`config.mk`:
```
export PLATFORM = sky130hd
export DESIGN_NAME = fetch_sequencer
export DESIGN_NICKNAME = d
export VERILOG_FILES = /design/src/rtl/fetch_pkg.sv /design/src/rtl/fetch_queue.sv /design/src/rtl/fetch_sequencer.sv
export SDC_FILE = /design/constraint.sdc
export NUM_CORES = 1
export LEC_CHECK = 0
export BUFFER_PORTS_ARGS = -buffer_cell sky130_fd_sc_hd__clkbuf_2
export CORE_MARGIN = 2
export CORE_UTILIZATION = 49
export DETAILED_ROUTE_END_ITERATION = 12
export HOLD_SLACK_MARGIN = 0.08
export PLACE_DENSITY = 0.84
export SYNTH_ARGS = -nofsm -noshare
export SYNTH_HDL_FRONTEND = slang
export SYNTH_SLANG_ARGS = --single-unit
```
`constraint.sdc`:
```
create_clock -name clk -period 4.6 [get_ports clk]
set_input_delay 0.23 -clock clk [delete_from_list [all_inputs] [get_ports clk]]
set_output_delay 0.23 -clock clk [all_outputs]
set_load 0.02 [all_outputs]
```
`src/rtl/fetch_pkg.sv`:
```
// Shared types for the fetch sequencer: FSM states, queue entry layout and the default boot PC.
package fetch_pkg;

    localparam logic [31:0] RESET_PC_DEFAULT = 32'h0000_3000;

    typedef enum logic [1:0] {
        ISSUE   = 2'd0,
        WAIT    = 2'd1,
        DISCARD = 2'd2
    } fetch_state_t;

    typedef struct packed {
        logic [31:0] pc;
        logic [31:0] instr;
    } fetch_entry_t;

endpackage

```
`src/rtl/fetch_queue.sv`:
```
// Circular FIFO with synchronous flush; head visible combinationally, zero when empty.
// Latency: push visible at head the next cycle; push to a full queue is dropped unless a pop coincides.
module fetch_queue #(
    parameter  int WIDTH = 64,
    parameter  int DEPTH = 2,
    localparam int CNT_W = $clog2(DEPTH + 1)
) (
    input  logic             clk,
    input  logic             reset,
    input  logic             flush,
    input  logic             push,
    input  logic [WIDTH-1:0] push_data,
    input  logic             pop,
    output logic [WIDTH-1:0] head_data,
    output logic             empty,
    output logic [CNT_W-1:0] count
);
    localparam int PTR_W = (DEPTH > 1) ? $clog2(DEPTH) : 1;

    logic [WIDTH-1:0] mem [DEPTH];
    logic [PTR_W-1:0] rd_ptr;
    logic [PTR_W-1:0] wr_ptr;
    logic             do_push;
    logic             do_pop;

    function automatic logic [PTR_W-1:0] bump(input logic [PTR_W-1:0] p);
        return (p == PTR_W'(DEPTH - 1)) ? '0 : p + 1'b1;
    endfunction

    assign empty     = (count == '0);
    assign do_pop    = pop && !empty;
    assign do_push   = push && ((count != CNT_W'(DEPTH)) || do_pop);
    assign head_data = empty ? '0 : mem[rd_ptr];

    always_ff @(posedge clk) begin
        if (reset || flush) begin
            rd_ptr <= '0;
            wr_ptr <= '0;
            count  <= '0;
        end else begin
            if (do_push) wr_ptr <= bump(wr_ptr);
            if (do_pop)  rd_ptr <= bump(rd_ptr);
            if (do_push && !do_pop)      count <= count + 1'b1;
            else if (!do_push && do_pop) count <= count - 1'b1;
        end
    end

    always_ff @(posedge clk) begin
        if (do_push) mem[wr_ptr] <= push_data;
    end

endmodule

```
`src/rtl/fetch_sequencer.sv`:
```
// Fetch controller: one outstanding imem request, {pc,instr} queue to decode; redirects squash in-flight data.
// Optional FETCH_PERF_EN adds stall/discard counters; requests stop while the queue is full.
module fetch_sequencer
    import fetch_pkg::*;
#(
    parameter logic [31:0] RESET_PC  = RESET_PC_DEFAULT,
    parameter int          BUF_DEPTH = 2
) (
    input  logic        clk,
    input  logic        reset,
    input  logic        redirect_valid,
    input  logic [31:0] redirect_pc,
    output logic        imem_req,
    output logic [31:0] imem_addr,
    input  logic        imem_gnt,
    input  logic        imem_rvalid,
    input  logic [31:0] imem_rdata,
    output logic        out_valid,
    output logic [31:0] out_pc,
    output logic [31:0] out_instr,
    input  logic        out_ready
`ifdef FETCH_PERF_EN
    ,
    output logic [31:0] perf_stall_cnt,
    output logic [31:0] perf_discard_cnt
`endif
);
    localparam int CNT_W = $clog2(BUF_DEPTH + 1);

    fetch_state_t state_q, state_d;
    logic [31:0]  fetch_pc_q;
    logic [31:0]  req_pc_q;
    logic [CNT_W-1:0] occupancy;
    logic         q_empty;
    logic         granted;
    logic         push;
    logic         pop;
    logic         drop;
    fetch_entry_t push_entry;
    fetch_entry_t head_entry;
    logic         unused_redirect_lsb;

    assign unused_redirect_lsb = ^redirect_pc[1:0];

    assign imem_addr = {fetch_pc_q[31:2], 2'b00};
    assign imem_req  = !reset && (state_q == ISSUE) && (occupancy < CNT_W'(BUF_DEPTH)) && !redirect_valid;
    assign granted   = imem_req && imem_gnt;

    // A redirect squashes the response arriving in the same cycle as well as any still in flight.
    assign push = (state_q == WAIT) && imem_rvalid && !redirect_valid;
    assign drop = imem_rvalid && ((state_q == DISCARD) || ((state_q == WAIT) && redirect_valid));
    assign pop  = out_valid && out_ready && !redirect_valid;

    assign push_entry = '{pc: req_pc_q, instr: imem_rdata};
    assign out_valid  = !q_empty;
    assign out_pc     = head_entry.pc;
    assign out_instr  = head_entry.instr;

    fetch_queue #(
        .WIDTH ($bits(fetch_entry_t)),
        .DEPTH (BUF_DEPTH)
    ) u_queue (
        .clk       (clk),
        .reset     (reset),
        .flush     (redirect_valid),
        .push      (push),
        .push_data (push_entry),
        .pop       (pop),
        .head_data (head_entry),
        .empty     (q_empty),
        .count     (occupancy)
    );

    always_comb begin
        state_d = state_q;
        case (state_q)
            ISSUE:   if (granted) state_d = WAIT;
            WAIT:    if (imem_rvalid) state_d = ISSUE;
                     else if (redirect_valid) state_d = DISCARD;
            DISCARD: if (imem_rvalid) state_d = ISSUE;
            default: state_d = ISSUE;
        endcase
    end

    always_ff @(posedge clk) begin
        if (reset) begin
            state_q    <= ISSUE;
            fetch_pc_q <= RESET_PC;
            req_pc_q   <= '0;
        end else begin
            state_q <= state_d;
            if (redirect_valid) begin
                fetch_pc_q <= {redirect_pc[31:2], 2'b00};
            end else if (granted) begin
                fetch_pc_q <= fetch_pc_q + 32'd4;
                req_pc_q   <= imem_addr;
            end
        end
    end

`ifdef FETCH_PERF_EN
    always_ff @(posedge clk) begin
        if (reset) begin
            perf_stall_cnt   <= '0;
            perf_discard_cnt <= '0;
        end else begin
            if (out_valid && !out_ready) perf_stall_cnt <= perf_stall_cnt + 32'd1;
            if (drop) perf_discard_cnt <= perf_discard_cnt + 32'd1;
        end
    end
`else
    logic unused_drop;
    assign unused_drop = drop;
`endif

    // With no request outstanding, a response can only be a memory-side protocol error.
    rvalid_needs_outstanding: assert property (@(posedge clk) disable iff (reset)
        !(imem_rvalid && (state_q == ISSUE)));

endmodule

```
Yosys cells after proc, flatten, opt, wreduce, memory -nomap -nowiden:

Memories as Yosys holds them, arrays and structs flattened. A register that Yosys moved wholly into a read port is not among the register bits.
Index checks and enable logic that the tools add are counted.

* flip-flop bits (word level): 68
* memory bits (writable): 124
* input port bits: 70
* output and inout port bits: 98
* memories: 1

Memories
* u_queue.mem: depth 2, bits a word 62, rd ports 1, clocked after memory_dff 1, wr ports 1, line fetch_queue.sv:20 `logic [WIDTH-1:0] mem [DEPTH];`

* $add $sub $neg: 5
* order comparisons: 1
* eq/ne operators: 6
* muxes and demuxes: 16
* bitwise gates (word level): 1
* reduce and logical (&&, ||, !) cells: 26

Operators with widths (count)
* two-way mux 32 bit: 2
* two-way mux 64 bit: 1
* adder 32 x 3 -> 32 bit, second input constant: 1
* logical AND 1 bit: 12
* two-way mux 2 bit: 6
* two-way mux 1 bit: 6
* inequality test 2 bit, second input constant: 3
* one-hot mux 2 bit (3 select lines): 1
* logical NOT 1 bit: 5
* logical NOT 2 bit: 2
* nonzero test 2 bit: 2
* inequality test 3 bit, second input constant: 1
* AND reduction 3 bit: 1
* adder 1 bit, second input constant: 2
* adder 2 x 1 -> 2 bit, second input constant: 1
* == test 2 x 1 -> 1 bit, second input constant: 1
* == test 2 bit, second input constant: 1
* logical OR 1 bit: 2
* less-than comparator 2 bit, second input constant: 1
* AND reduction 2 bit: 1
* OR reduction 2 bit: 1
* subtractor 2 x 1 -> 2 bit, second input constant: 1
* inverter 1 bit: 1

Logic depth before layout (Yosys ltp):

Gate-level depths: netlist (run 1).

* depth in word-level cells: 11
* gate-level depth with buffers: 9
* depth with buffers taken out: 7

Cells and area by module:

From an unflattened synthesis (run 1), not the netlist that was laid out.

* cell total of the unflattened synthesis: 672
* area, all modules: 7992.7 µm²

Modules (own cells, without submodules)
* fetch_queue: instances 1, cells each 296, area an instance 5043.6 µm², sequential area each 3943.8 µm²
* fetch_sequencer: instances 1, cells each 376, area an instance 2949.1 µm², sequential area each 1241.2 µm²

Least setup slack after synthesis (run 1):

Ideal clock, no wire load.

* path kind: reg-to-reg
* from: register state_q[0]
* to: memory u_queue.mem[0][0] (netlist name) (enable)
* library setup time: 0.490 ns
* data arrival time: 3.745 ns
* slack: 0.366 ns
* stages on the path, launching flop included: 5
* cells stage by stage: dfxtp_1 -> nor2b_1 -> nand3_1 -> a21oi_1 -> nor2b_1

* cells in the longest elaborated chain, start to end: 6

RTL lines
* from (decl): line fetch_sequencer.sv:30 `fetch_state_t state_q, state_d;`
* from (signal assigned): line fetch_sequencer.sv:91 `state_q <= state_d;`
* == test 2 x 1 -> 1 bit: line fetch_sequencer.sv:50 `assign push = (state_q == WAIT) && imem_rvalid && !redirect_valid;`
* logical AND 1 bit (2 in a row): line fetch_sequencer.sv:50
* logical AND 1 bit: line fetch_queue.sv:32 `assign do_push = push && ((count != CNT_W'(DEPTH)) || do_pop);`
* two-way mux 1 bit: line fetch_queue.sv:49 `if (do_push) mem[wr_ptr] <= push_data;`
* two-way mux 1 bit (implied by the code): line fetch_queue.sv:49
* to (decl): line fetch_queue.sv:20

Every way passes these cells.

Worst setup path in the final report (run 1):

* from: register state_q[0]
* to: memory u_queue.mem[0][39] (netlist name) (enable)

Same word-level chain as after synthesis.

==> impl_metrics.csv, run 1 <==
group,metric,value,unit
route,top_layer,"met4",
global_route,grt_max_degree,63,
logic_synthesis,ys_warn_count,0,
worst_setup_path,ff2ff_setup_slack,2.00,ns
power_and_ir_drop,clkPwrFrac,43.0,%
power_and_ir_drop,cellPowerDensity,374,nW/µm²
sta,tightest_slew,1.10,ns
route,vias,5744,
finish,drive_gt1_share,24.3,%
status,status,"completed",
finish,fin_util,63.0,%
power_and_ir_drop,leakage,3.62,nW
place,place_area,8730,µm²
die,die_x,130,µm
sta,post-route-period-util,56.6,%
finish,num-fill-cells,1189,
place,gp_congestion,0.845,
sta,final.setup_skew,0.00565,ns
finish,multi_input_area,2520,µm²
die,die_h,130,µm
route,routed-wl-met3,1.02,mm
power_and_ir_drop,ir_drop,0.320,mV
min_path,hold_start,"redirect_pc[17]",
finish,area.growth.synth_to_final,27.2,%
logic_synthesis,synth-seq-area-share,65.1,%
logic_synthesis,avgSynthCellArea,11.8,µm²
worst_setup_path,rr_endpoint,"u_queue.mem[0][39]$_DFFE_PP_",
logic_synthesis,async_flop_share,0,%
logic_synthesis,netlist_instances,660,
route,met2WireLength,9.19,mm
route,ant_nets,0,
global_route,gr-usage-all-layers,21.1,%
logic_synthesis,synth_enable_flop_cells,124,
logic_synthesis,ys_ff_latch,191,
global_route,antenna_found_initial,0,
die,start_util,49.5,%
clocking,cts.sinks,191,
clocking,path_clk_slew,0.07,ns
finish,regArea,5070,µm²
sta,fmax,0.384,GHz
finish,stdcell_area,9890,µm²
power_and_ir_drop,swShare,21.2,%
route,met1_length,7.25,mm
global_route,grt_pass1_wl,27.6,mm
clocking,post_cts_buffers,0,
sta,worst_slack,2.00,ns
die,io_pins,168,
global_route,grt_pass1_vias,5447,
logic_synthesis,ys_types,46,
worst_setup_path,cp.required,4.70,ns
logic_synthesis,synth_area,7780,µm²
sta,final_hold_viol_count,0,
finish,final_nets,929,
sta,final_max_slew_viol_count,0,
min_path,min_to,"fetch_pc_q[17]$_SDFFE_PP0P_",
worst_setup_path,path_class,"reg -> reg",
place,dpl_worst_slack,1.89,ns
worst_setup_path,start_kind,"flop",
power_and_ir_drop,p_int,0.00291,W
place,numPortBuffers,161,
clocking,cts_buffer_depth,2,
die,core,15700,µm²
route,dr.pass1.iters,5,
worst_setup_path,endpoint_kind,"flop",
global_route,overflow,0,
worst_setup_path,worstReg2RegStart,"state_q[0]$_SDFFE_PP0P_",
route,post-route-drc-count,0,
power_and_ir_drop,combPwrFrac,6.1,%
sta,setup_viol,0,
min_path,holdPathStages,3,
route,wirelength,17.8,mm
worst_setup_path,worst_ep_arrival_time,2.70,ns
finish,diodes,0,
route,initialDrtViolationCount,394,
clocking,cts_htree_levels,4,
worst_setup_path,cp_max_fo,24,
sta,layout_min_cycle_time,2.60,ns
power_and_ir_drop,p_sw,0.000786,W
clocking,cts_root_buffer,"clkbuf_16",
clocking,cts_buffers,17,
power_and_ir_drop,pwr-share-seq,50.9,%
run,drv_cap,0,
sta,slew_headroom,26.7,%
place,dp_hpwl,10.9,mm
clocking,clk_latency,0.43,ns
die,dieArea,16900,µm²
clocking,cts_tree,"yes",
die,fp-row-count,46,
logic_synthesis,synth_top_flop_cell,"edfxtp_1",
min_path,hold_class,"in -> reg",
route,detail_route.wl_per_cell,16.4,µm
worst_setup_path,r2r_cells,5,
sta,rsz0062_at_grt,"false",
sta,tns,0,ns
route,via_per_inst,5.29,
==> cells in the final DEF (no fill, tap or decap), drive strengths merged, types with 4 or more instances in the layout <==
master         n
inv            6
o22ai          4
nand2         87
clkbuf       181
dfxtp         67
o21ai          5
edfxtp       124
a21oi         55
buf            7
xor2           8
xnor2         12
mux2i         64
and4           5
conb           4
nor3          13
o311ai         4
and3           6
clkinv         4
dlygate4sd3   52
nor2b          4
nand3          9
nand4         12
a211oi         8
nor4           6
nor2          89
bufinv         5
==> metal layers <==
layer	global-route usage, %	up-vias
li1	-	2756
met1	26.2	2761
met2	36.8	200
met3	4.51	27
met4	7.02	0
met5	0	-
==> cells in the mapped netlist, drive strengths merged, types with 5 or more instances <==
master    n  area (µm²)
nand3     9        45.0
edfxtp  124        3720
nand2    87         327
dfxtp    67        1340
buf      11        78.8
a21oi    55         275
nor2     89         342
nand4    12        75.1
and4      5        43.8
xor2      8        70.1
clkbuf   34         128
nor4      6        43.8
xnor2    12         105
a211oi    8        60.1
mux2i    64         641
nor3     13        65.1
o21ai     5        25.0
and3      6        37.5
==> worst max path at each step <==
stage                             from                            to  slack, ns  cells past startpoint
2_1_floorplan  state_q[0]$_SDFFE_PP0P_   u_queue.mem[0][0]$_DFFE_PP_       0.37                      4
3_3_place_gp            redirect_valid  u_queue.mem[0][19]$_DFFE_PP_       1.95                      6
3_5_place_dp            redirect_valid  u_queue.mem[0][32]$_DFFE_PP_       1.89                      6
4_1_cts        state_q[0]$_SDFFE_PP0P_  u_queue.mem[0][13]$_DFFE_PP_       1.97                      5
5_1_grt        state_q[0]$_SDFFE_PP0P_  u_queue.mem[0][11]$_DFFE_PP_       1.75                      5
6_report       state_q[0]$_SDFFE_PP0P_  u_queue.mem[0][39]$_DFFE_PP_       2.00                      5
==> power groups by stage <==
stage           logic, W  registers (W)  clock network [W]
2_1_floorplan  0.0000978        0.00193                  0
3_3_place_gp    0.000182        0.00192                  0
3_5_place_dp    0.000187        0.00192                  0
4_1_cts         0.000223        0.00188            0.00161
5_1_grt         0.000244        0.00189            0.00168
6_report        0.000225        0.00188            0.00159
==> area by class of cell <==
type                            instances  share of cell area (%)
Multi-Input combinational cell        424                    25.5
Inverter                                3                   0.114
Timing Repair Buffer                  220                    13.9
Clock inverter                         12                    2.09
Clock buffer                           20                    4.41
Tap cell                              216                    2.73
Sequential cell                       191                    51.2
==> kinds of logic (layout without fill, tap and decap cells) <==
family	after synthesis	in the layout	synth area share, %
and+or+nand+nor	246	246	14.5
buffers and inverters	48	255	2.80
adders and majority gates	2	2	0.322
DFF	191	191	65.1
other	1	4	0.0482
xor gates and xnor gates	20	20	2.25
AOI/OAI and AO/OA	86	86	6.43
muxes	66	66	8.53
==> worst max-delay path, cell delays in order, from the launching register on <==
cell,delay [ns]
dfxtp_1,0.44
nor2b_1,0.29
nand3_1,0.11
a21oi_1,0.32
nor2b_4,0.68
buf_4,0.43
==> what timing repair did <==
action	in CTS	in global routing
hold buffers	52	0
hold endpoints to repair	84	0
gates resized for setup	0	0
==> sequential cells by signal (all words and copies together) (netlist names), named ones only <==
signal          count
u_queue.mem       124
fetch_pc_q         30
req_pc_q           30
state_q             2
u_queue.count       2
u_queue.rd_ptr      1
u_queue.wr_ptr      1
==> per-stage QoR <==
step | hold slack, ns | instances | total power, W
after global routing | 0.109 | 1086 | 0.00381
after detailed placement | 0.423 | 1002 | 0.00211
after floorplan | 0.309 | 663 | 0.00203
final | 0.0879 | 1086 | 0.00370
after CTS | 0.0820 | 1086 | 0.00372
after global placement | 0.420 | 1002 | 0.00210
Note: power is estimated with default switching activity, not from simulation.
==> run 2, diff against run 1 <==
CORE_UTILIZATION = 54   (was 49)
PLACE_DENSITY = 0.87   (was 0.84)
clock period = 2.54 ns   (was 4.6 ns; I/O delays follow)
==> impl_metrics.csv, run 2 (same netlist as run 1, synthesis figures left out) <==
group,metric,value,unit
sta,fmax,0.420,GHz
route,routed-wl-met3,1.29,mm
run,drv_cap,0,
finish,largestRegisters,"u_queue.mem: 124 flops, fetch_pc_q: 30 flops, req_pc_q: 30 flops",
sta,final.setup_skew,0.0126,ns
route,dr.pass1.iters,5,
sta,layout_min_cycle_time,2.38,ns
finish,final_nets,949,
route,vias,5814,
power_and_ir_drop,combPwrFrac,6.9,%
sta,final_hold_viol_count,0,
die,start_util,55.6,%
route,detail_route.wl_per_cell,16.0,µm
worst_setup_path,worst_ep_arrival_time,2.69,ns
route,post-route-drc-count,0,
power_and_ir_drop,leakage,3.67,nW
route,ant_nets,0,
finish,regMostFlops,"u_queue.mem",
finish,fin_cells,1070,
clocking,clk_latency,0.42,ns
worst_setup_path,ff2ff_setup_slack,0.16,ns
place,gp_congestion,0.852,
global_route,gr-usage-all-layers,22.8,%
power_and_ir_drop,p_int,0.00495,W
place,dp_hpwl,10.6,mm
sta,final_max_slew_viol_count,0,
global_route,antenna_found_initial,0,
power_and_ir_drop,cellPowerDensity,630,nW/µm²
clocking,cts_root_buffer,"clkbuf_16",
place,numPortBuffers,161,
power_and_ir_drop,p_sw,0.00134,W
power_and_ir_drop,swShare,21.3,%
die,die_h,124,µm
route,wirelength,17.1,mm
die,fp-row-count,43,
min_path,hold_class,"in -> reg",
sta,worst_slack,0.161,ns
global_route,grt_pass1_vias,5457,
finish,largest_reg_flops,124,
min_path,min_to,"fetch_pc_q[23]$_SDFFE_PP0P_",
worst_setup_path,r2r_cells,7,
finish,area.growth.synth_to_final,28.4,%
route,met1_length,7.03,mm
min_path,holdPathStages,4,
die,core,14000,µm²
power_and_ir_drop,total_power,0.00629,W
finish,diodes,0,
clocking,cts_tree,"yes",
worst_setup_path,path_class,"reg -> reg",
sta,rsz0062_at_grt,"false",
status,status,"completed",
sta,slew_headroom,58.2,%
worst_setup_path,endpoint_kind,"flop",
global_route,grt_pass1_wl,26.7,mm
route,initialDrtViolationCount,467,
clocking,cts_htree_levels,4,
sta,tightest_slew,0.627,ns
finish,layout.cells.most_common,"clkbuf_2",
worst_setup_path,worstReg2RegStart,"fetch_pc_q[3]$_SDFFE_PP0P_",
place,dpl_worst_slack,0.471,ns
power_and_ir_drop,ir_drop,0.451,mV
sta,post-route-period-util,93.7,%
route,met2WireLength,8.33,mm
die,dieArea,15400,µm²
power_and_ir_drop,pwr-share-seq,54.2,%
finish,drive_gt1_share,24.2,%
worst_setup_path,rr_endpoint,"fetch_pc_q[12]$_SDFFE_PP1P_",
sta,setup_viol,0,
min_path,hold_start,"redirect_pc[23]",
worst_setup_path,cp_max_fo,13,
power_and_ir_drop,clkPwrFrac,38.9,%
global_route,overflow,0,
finish,layout_common_cells,"clkbuf_2, edfxtp_1, nor2_1, nand2_1",
place,dp_cells,972,
clocking,cts.sinks,191,
clocking,path_clk_slew,0.07,ns
route,top_layer,"met4",
clocking,cts_buffer_depth,2,
route,via_per_inst,5.43,
die,die_x,124,µm
global_route,grt_max_degree,63,
worst_setup_path,cp.required,2.86,ns
clocking,cts_buffers,17,
sta,tns,0,ns
worst_setup_path,start_kind,"flop",
die,io_pins,168,
[run 2: worst max-delay path: stages, from the launching register on]
cell	delay (ns)
dfxtp_1	0.44
ha_1	0.21
and3_1	0.22
nand3_2	0.25
nor3_1	0.29
xnor2_1	0.18
a21oi_1	0.10
dlygate4sd3_1	0.57
[run 2: through the flow]
stage               hold WS (ns)  utilization, %  cell area, µm²
global route               0.152            71.4            9990
detailed placement         0.319            62.7            8770
finish                     0.134            71.4            9990
CTS                        0.123            71.4            9980
floorplan                  0.206               -            7800
global placement           0.316            62.7            8770
[run 2: power by group through the flow]
stage | sequential (W) | combinational (W) | clock (W)
finish | 0.00341 | 0.000432 | 0.00245
floorplan | 0.00349 | 0.000177 | 0
global route | 0.00342 | 0.000467 | 0.00262
CTS | 0.00341 | 0.000425 | 0.00248
detailed placement | 0.00348 | 0.000343 | 0
global placement | 0.00347 | 0.000335 | 0
[run 2: timing repair]
action | in CTS | in global routing
buffers inserted | 0 | 0
hold buffers | 66 | 0
endpoints found under the hold margin | 97 | 0
endpoints found under the setup margin | 0 | 1
resized for setup | 0 | 1
[run 2: area by class of cell]
cell class	instances	area (µm²)
Timing Repair Buffer	240	1600
Clock inverter	6	30.0
Tap cell	180	225
Fill cell	977	4000
Multi-Input combinational cell	424	2530
Sequential cell	191	5070
Clock buffer	26	522
Inverter	3	11.3
[run 2: worst max path at each step]
stage / startpoint / to / slack, ns / depth (start not counted)
after floorplan: state_q[0]$_SDFFE_PP0P_ / u_queue.mem[0][0]$_DFFE_PP_ / 0.15 / 4
final: fetch_pc_q[3]$_SDFFE_PP0P_ / fetch_pc_q[12]$_SDFFE_PP1P_ / 0.16 / 7
after CTS: fetch_pc_q[2]$_SDFFE_PP0P_ / fetch_pc_q[12]$_SDFFE_PP1P_ / 0.11 / 7
after global routing: fetch_pc_q[2]$_SDFFE_PP0P_ / fetch_pc_q[12]$_SDFFE_PP1P_ / 0.07 / 7
after detailed placement: u_queue.count[1]$_SDFFE_PP0P_ / fetch_pc_q[2]$_SDFFE_PP0P_ / 0.47 / 6
after global placement: u_queue.count[1]$_SDFFE_PP0P_ / fetch_pc_q[18]$_SDFFE_PP0P_ / 0.50 / 5
[run 2: routing by layer]
metal | track usage, % | vias to the layer above
met5 | 0 | -
met4 | 9.97 | 0
li1 | - | 2797
met2 | 37.1 | 265
met3 | 5.95 | 43
met1 | 28.8 | 2709
